[config.mk]
export PLATFORM = sky130hd
export DESIGN_NAME = instr_fetch_unit_flat
export DESIGN_NICKNAME = d
export VERILOG_FILES = /design/src/rtl/instr_fetch_unit_if.sv /design/src/rtl/instr_fetch_unit.sv /design/src/flat_wrapper.sv
export SDC_FILE = /design/constraint.sdc
export NUM_CORES = 1
export LEC_CHECK = 0
export ABC_AREA = 1
export CAP_MARGIN = 20
export CORE_MARGIN = 4
export CORE_UTILIZATION = 46
export CTS_CLUSTER_DIAMETER = 40
export DETAILED_ROUTE_END_ITERATION = 12
export GPL_TIMING_DRIVEN = 0
export PLACE_DENSITY_LB_ADDON = 0.15
export SLEW_MARGIN = 0
export SYNTH_ARGS = -nofsm -noshare
export SYNTH_HDL_FRONTEND = slang
export SYNTH_SLANG_ARGS = --single-unit
[constraint.sdc]
create_clock -name clk -period 2.2 [get_ports clk]
set_clock_uncertainty 0.05 [all_clocks]
set_input_delay 0.33 -clock clk [delete_from_list [all_inputs] [get_ports clk]]
set_output_delay 0.33 -clock clk [all_outputs]
set_load 0.005 [all_outputs]
[src/rtl/instr_fetch_unit_if.sv]
// Instruction memory request/acknowledge bus between the fetch unit (master)
// and a variable-latency instruction memory (slave).
interface instr_fetch_unit_if #(
  parameter int XLEN = 32
);
  logic            imemReq;
  logic [XLEN-1:0] imemAddr;
  logic            imemAck;
  logic [XLEN-1:0] imemRdata;

  modport master (output imemReq, output imemAddr, input imemAck, input imemRdata);
  modport slave  (input imemReq, input imemAddr, output imemAck, output imemRdata);
endinterface

[src/rtl/instr_fetch_unit.sv]
// Fetch stage: owns pc and the instruction register, runs one request/ack
// transaction per IRWrite pulse with a bounded wait and sticky error flags.
//
// state | meaning
// IDLE  | no fetch outstanding; IRWrite starts one at the current pc
// WAIT  | request outstanding; leaves on ack or after TIMEOUT_CYCLES edges
module instr_fetch_unit #(
  parameter int              XLEN           = 32,
  parameter logic [XLEN-1:0] RESET_PC       = '0,
  parameter int              TIMEOUT_CYCLES = 15
) (
  input  logic                clk,
  input  logic                rst_n,
  input  logic                IRWrite,
  input  logic                PCWrite,
  input  logic [XLEN-1:0]     pcNext,
  instr_fetch_unit_if.master  imem,
  output logic [XLEN-1:0]     pc,
  output logic [XLEN-1:0]     instr,
  output logic [6:0]          opCode,
  output logic                instrValid,
  output logic                fetchBusy,
  output logic                busErr,
  output logic                misalignErr
);
  localparam int              CW       = $clog2(TIMEOUT_CYCLES + 1);
  localparam logic [CW-1:0]   CNT_LAST = CW'(TIMEOUT_CYCLES - 1);
  localparam logic [XLEN-1:0] NOP      = XLEN'(32'h0000_0013);

  localparam logic [0:0] IDLE = 1'b0;
  localparam logic [0:0] WAIT = 1'b1;

  logic [0:0]      state;
  logic [CW-1:0]   cnt;
  logic [XLEN-1:0] addr;

  // Request is derived from state so it drops asynchronously with reset.
  assign imem.imemReq  = (state == WAIT);
  assign imem.imemAddr = addr;
  assign fetchBusy     = (state == WAIT);
  assign opCode        = instr[6:0];

  always_ff @(posedge clk or negedge rst_n) begin
    if (!rst_n) begin
      state      <= IDLE;
      cnt        <= '0;
      addr       <= RESET_PC;
      instr      <= NOP;
      instrValid <= 1'b0;
      busErr     <= 1'b0;
    end else if (state == IDLE) begin
      if (IRWrite) begin
        addr       <= pc;
        instrValid <= 1'b0;
        cnt        <= '0;
        state      <= WAIT;
      end
    end else begin
      if (imem.imemAck) begin
        instr      <= imem.imemRdata;
        instrValid <= 1'b1;
        state      <= IDLE;
      end else if (cnt == CNT_LAST) begin
        instr      <= NOP;
        instrValid <= 1'b1;
        busErr     <= 1'b1;
        state      <= IDLE;
      end else begin
        cnt <= cnt + 1'b1;
      end
    end
  end

  always_ff @(posedge clk or negedge rst_n) begin
    if (!rst_n) begin
      pc          <= RESET_PC;
      misalignErr <= 1'b0;
    end else if (PCWrite) begin
      pc <= {pcNext[XLEN-1:2], 2'b00};
      if (pcNext[1:0] != 2'b00) misalignErr <= 1'b1;
    end
  end
endmodule

[src/flat_wrapper.sv]
// flat-port wrapper written by rule: the top's interface ports become plain ports
module instr_fetch_unit_flat 
#(
  parameter int              XLEN           = 32,
  parameter logic [XLEN-1:0] RESET_PC       = '0,
  parameter int              TIMEOUT_CYCLES = 15
)
  (clk, rst_n, IRWrite, PCWrite, pcNext, pc, instr, opCode, instrValid, fetchBusy, busErr, misalignErr, imem_imemReq, imem_imemAddr, imem_imemAck, imem_imemRdata);
  instr_fetch_unit_if #(.XLEN(XLEN)) imem_i ();
  input  logic clk;
  input  logic rst_n;
  input  logic IRWrite;
  input  logic PCWrite;
  input  logic [XLEN-1:0] pcNext;
  output logic [XLEN-1:0] pc;
  output logic [XLEN-1:0] instr;
  output logic [6:0] opCode;
  output logic instrValid;
  output logic fetchBusy;
  output logic busErr;
  output logic misalignErr;
  output wire logic [$bits(imem_i.imemReq)-1:0] imem_imemReq;
  output wire logic [$bits(imem_i.imemAddr)-1:0] imem_imemAddr;
  input wire logic [$bits(imem_i.imemAck)-1:0] imem_imemAck;
  input wire logic [$bits(imem_i.imemRdata)-1:0] imem_imemRdata;
  assign imem_imemReq = imem_i.imemReq;
  assign imem_imemAddr = imem_i.imemAddr;
  assign imem_i.imemAck = imem_imemAck;
  assign imem_i.imemRdata = imem_imemRdata;
  instr_fetch_unit #(.XLEN(XLEN), .RESET_PC(RESET_PC), .TIMEOUT_CYCLES(TIMEOUT_CYCLES)) u_core (.clk(clk), .rst_n(rst_n), .IRWrite(IRWrite), .PCWrite(PCWrite), .pcNext(pcNext), .imem(imem_i), .pc(pc), .instr(instr), .opCode(opCode), .instrValid(instrValid), .fetchBusy(fetchBusy), .busErr(busErr), .misalignErr(misalignErr));
endmodule
; ---- Word-level counts from Yosys, hierarchy flattened
; Cells that the tools add are included.
; Widths: inputs -> output; s select.
[word_totals]
regBits = 100
out_inout_bits = 108
mem_count = 0
latch_bits = 0
elab_cells = 38
inputBits = 69
romBits = 0
ram_bits = 0
[classes]
div = 0
multipliers = 0
n_lt_le_gt_ge = 0
eq_ne = 4
n_reduce_logical = 9
n_shift = 0
muxes = 14
bitwise = 2
n_addsub = 1
[ops]
columns = operator, n
row1 = $mux 32, 2
row2 = $mux 4, 4
row3 = $mux 1, 8
row4 = $reduce_and 2->1, 4
row5 = $reduce_and 3->1, 2
row6 = $reduce_bool 2->1, 3
row7 = $add 4x1->4 const B, 1
row8 = $eq 4x4->1 const B, 1
row9 = $ne 2x2->1 const B, 2
row10 = $ne 3x3->1 const B, 1
row11 = $not 1->1, 2

; ---- Depth between registers and ports, before layout
[logic_depth]
ltp_word = 4
ltp_mapped = 8
ltp_nobuf = 7

; ---- Worst setup path before layout
; Ideal clock, no wire load.
[synth_timing]
kind = flip-flop to flip-flop
start = register u_core.cnt[0]
end = register u_core.instr[2]
path_buffers = 1
setup_slack_ns = 0.940
arrival_time_ns = 1.094
synth_period_minus_slack_ns = 1.260
setup_ns = 0.117
path_stages_with_launch = 9
required_time_ns = 2.033
cell_sequence = dfrtp_1 inv_1 ha_1 nand3_2 nand2_2 nand2_4 buf_6 nand2_1 nand2_1
[synth_via]
elab_chain_cells = 3
[synth_rtl]
columns = element, line_no
row1 = from (decl), instr_fetch_unit.sv:34  ; logic [CW-1:0] cnt;
row2 = from (signal assigned), instr_fetch_unit.sv:69  ; cnt <= cnt + 1'b1;
row3 = $eq 4x4->1, instr_fetch_unit.sv:63  ; end else if (cnt == CNT_LAST) begin
row4 = $reduce_bool 2->1 (no source line), n/a
row5 = $reduce_and 2->1 (no source line), n/a
row6 = to (signal assigned), instr_fetch_unit.sv:60  ; instr <= imem.imemRdata;
row7 = to (decl), instr_fetch_unit.sv:19  ; output logic [XLEN-1:0] instr,
; No other way between the ends.
; A chain may end at the register's enable or synchronous reset.

; ---- Worst setup path in the final report
[layout_timing]
start = register u_core.state (netlist: u_core.fetchBusy)
end = output imem_imemReq
[layout_lines]
columns = element, line_no
row1 = from (decl), instr_fetch_unit.sv:33  ; logic [0:0] state;
row2 = from (signal assigned), instr_fetch_unit.sv:45  ; state <= IDLE;
row3 = from (signal assigned), instr_fetch_unit.sv:56  ; state <= WAIT;
row4 = from (signal assigned), instr_fetch_unit.sv:62  ; state <= IDLE;
row5 = to (decl), flat_wrapper.sv:22  ; output wire logic [$bits(imem_i.imemReq)-1:0] imem_imemReq;
; No word-level cell between the ends.

==> results.cfg <==
[outcome]
outcome = finished clean

[setup_path]
critPathCapture = imem_imemReq
cp-end-kind = output port
worst-r2r-cell-count = 8
worst_setup_path_start_kind = register
criticalPathCategory = reg -> out
r2r-start = u_core.cnt[0]
path_buf_inv = 2
cp_cell_sequence = buf_4, clkdlybuf4s50_1
r2r_end = u_core.instr[11]
r2r_slack_ns = 0.79
cp.depth = 2
critPathTopFamily = buffers and inverters
cp_slowest_stage_delay_ns = 0.52
worstPathArrival_ns = 1.51
path_max_fanout = 6
required_ns = 1.82
critPathSlowestCell = dfrtp_1
cp-startpoint = u_core.fetchBusy

[pwr]
p_leak_nw = 3.01
power.total_mw = 5.17
sequentialPowerShare = 0.462
p_int_mw = 3.73
power.density_nw_per_um2 = 821
clock_power_share = 0.234
sw_frac_of_total = 0.278
switchingPower_mw = 1.44
combPwrFrac = 0.304
ir_drop_uv = 485

[floorplan]
start_util = 0.477
rows = 34
dieHeight_um = 104
die_w_um = 104
coreArea_um2 = 8810
die_area_um2 = 10700
io_pins = 177

[synthesis]
syn-instance-count = 428
syn_avg_cell_area_um2 = 9.81
synth_compound_area_frac = 0.101
ys_ff_latch = 100
synth_top_cell_by_area = dfrtp_1
yosysWarnings = 0
netlist.area_leader.share = 0.578
ys_seq_area_frac = 0.597
synth_simple_gate_area_frac = 0.190
synth_top_family_by_area = simple AND/OR/NAND/NOR gates
synthTopCellsByArea = dfrtp_1 58%, nand2_1 13%, o21ai_2 6.0%
netlist_area_um2 = 4200
synthMuxAreaShare = 0
ys_types = 24
synthAdderAreaFrac = 0.00596
synth_xor_area_frac = 0

[grt]
grt_pass1_wl_um = 17200
antenna_found_initial = 0
grt_use_total = 0.194
first_global_vias = 3406
grt_overflow = 0
grt_start_max_net_pins = 52

[timing]
rsz0062_at_grt = no
worstMarginPinSlew_ns = 0.664
fin_crit_ns = 1.89
relSlewSlack = 0.557
period_share = 0.861
setup_viol_count_final = 0
hold_violations = 0
tns_ns = 0
max_freq_ghz = 0.528
slew_violations = 0

[detailed_routing]
vias = 3420
wl_per_cell_um = 14.2
vias_per_cell = 4.70
wirelength_um = 10300
drtIter0Drc = 107
ant_nets = 0
drc = 0
dr.pass1.iters = 5

[layout]
area_growth_pct = 49.9
instances_no_fill = 728
ff_latch_area_um2 = 2510
multi_input_area_um2 = 1260
diodes = 0
layout-drive-gt1-share = 0.169
nets = 686
fill_cells = 668

[placement]
portBuffers = 171
dp.cells = 711
gp_congestion = 0.763
dp_hpwl_um = 7660

[clocking]
cts-buffers-inserted = 9
clk_path_buf_depth = 2
clkTransAtPathRegs_ns = 0.10
cts_sinks = 100
cts_tree = yes
ctsRootBufferMaster = clkbuf_8
post_cts_buffers = 0
clkLatencyLatePin_ns = 0.35
htreeDepth = 3
cts_resized = 0

[run]
maxCapViolations = 0

[min_path]
hold_class = in -> reg
min_from = PCWrite
-- how the worst min path moves through the flow --
stage                              end  slack [ns]  cells after the start
global placement    u_core.misalignErr        0.40                      2
CTS                      u_core.pc[31]        0.31                      2
detailed placement       u_core.pc[28]        0.36                      1
global route             u_core.pc[31]        0.36                      2
floorplan                u_core.busErr       -0.02                      0
finish                   u_core.pc[31]        0.33                      2
-- worst register-to-register path: stages, from the launching register on --
cell and delay [ns]:
dfrtp_1 0.44, inv_1 0.08, ha_1 0.16, nand3_2 0.11, nand2_2 0.10, nand2_4 0.08, buf_6 0.16, nand2_1 0.05
nand2_1 0.06
-- cells by family (layout without fill, tap and decap cells) --
logic type,after synthesis,after routing
compound gates,63,63
simple gates,188,188
buf+inv,74,263
other cells,1,4
flops,100,100
fa+ha+maj,2,2
-- sequential cells by signal, indices dropped and copies added (netlist names) --
signal	count
u_core.busErr	1
u_core.misalignErr	1
u_core.pc	30
u_core.instrValid	1
u_core.imem.imemAddr	30
u_core.instr	32
u_core.cnt	4
u_core.fetchBusy	1
-- metrics by stage --
stage	util	hold slack, ns	setup WS (ns)	instance area [um2]
6_report	0.715	0.325	0.305	6300
5_1_grt	0.715	0.362	0.241	6300
4_1_cts	0.715	0.315	0.269	6300
3_5_place_dp	0.691	0.359	0.662	6080
3_3_place_gp	0.688	0.398	-2.98	6060
2_1_floorplan	-	-0.0156	0.940	4210
-- layout make-up --
class / instances / share of cell area
buffer: 32 / 0.0455
tap: 108 / 0.0215
sequential: 100 / 0.398
multi-input combinational: 257 / 0.200
timing repair buffer: 173 / 0.277
clock inverter: 3 / 0.00715
clock buffer: 13 / 0.0252
inverter: 42 / 0.0250
-- timing repair --
action	4_1_cts	5_1_grt
hold buffers	1	0
endpoints found under the setup margin	0	0
hold endpoints to repair	49	0
-- synthesized netlist by cell type --
cell type and n:
nand3_1 6, buf_12 3, nand3_2 1, dfrtp_1 97
buf_6 5, dfstp_2 3, nand2_2 23, o21ai_2 29
conb_1 1, buf_2 4, nand2_1 145, ha_1 2
or2_2 1, o21ai_1 1, clkbuf_1 4, clkbuf_4 1
buf_8 2, nand2_4 2, nand4_1 1, nor2_1 9
inv_1 40, inv_2 2, buf_4 13, o21ai_0 33
-- power groups by stage --
stage | clock [mW] | sequential [mW] | combinational, mW
6_report | 1.21 | 2.39 | 1.57
5_1_grt | 1.32 | 2.43 | 1.72
4_1_cts | 1.24 | 2.39 | 1.60
3_5_place_dp | 0 | 2.42 | 1.59
3_3_place_gp | 0 | 2.41 | 1.55
2_1_floorplan | 0 | 2.43 | 0.565
-- layer usage --
layer | track usage | vias up | share of wire
li1 | - | 1668 | -
met1 | 0.242 | 1626 | 0.43
met2 | 0.329 | 117 | 0.49
met3 | 0.0566 | 9 | 0.072
met4 | 0.0570 | 0 | 0.0089
met5 | 0 | - | 0
-- cell usage in the layout (no fill, tap or decap), types with 2 or more instances in the layout --
cell type,synthesis,routed
nand2_1,145,145
inv_2,2,2
buf_4,13,14
inv_1,40,40
nand2_2,23,23
buf_12,3,3
clkbuf_8,0,11
dfrtp_1,97,97
buf_6,5,5
conb_1,1,4
nand3_1,6,6
buf_2,4,4
buf_8,2,2
nor2_1,9,9
clkbuf_1,4,6
clkdlybuf4s50_1,0,170
clkinvlp_4,0,2
nand2_4,2,2
o21ai_0,33,33
o21ai_2,29,29
ha_1,2,2
dfstp_2,3,3
Note: power is estimated with default switching activity, not from simulation.
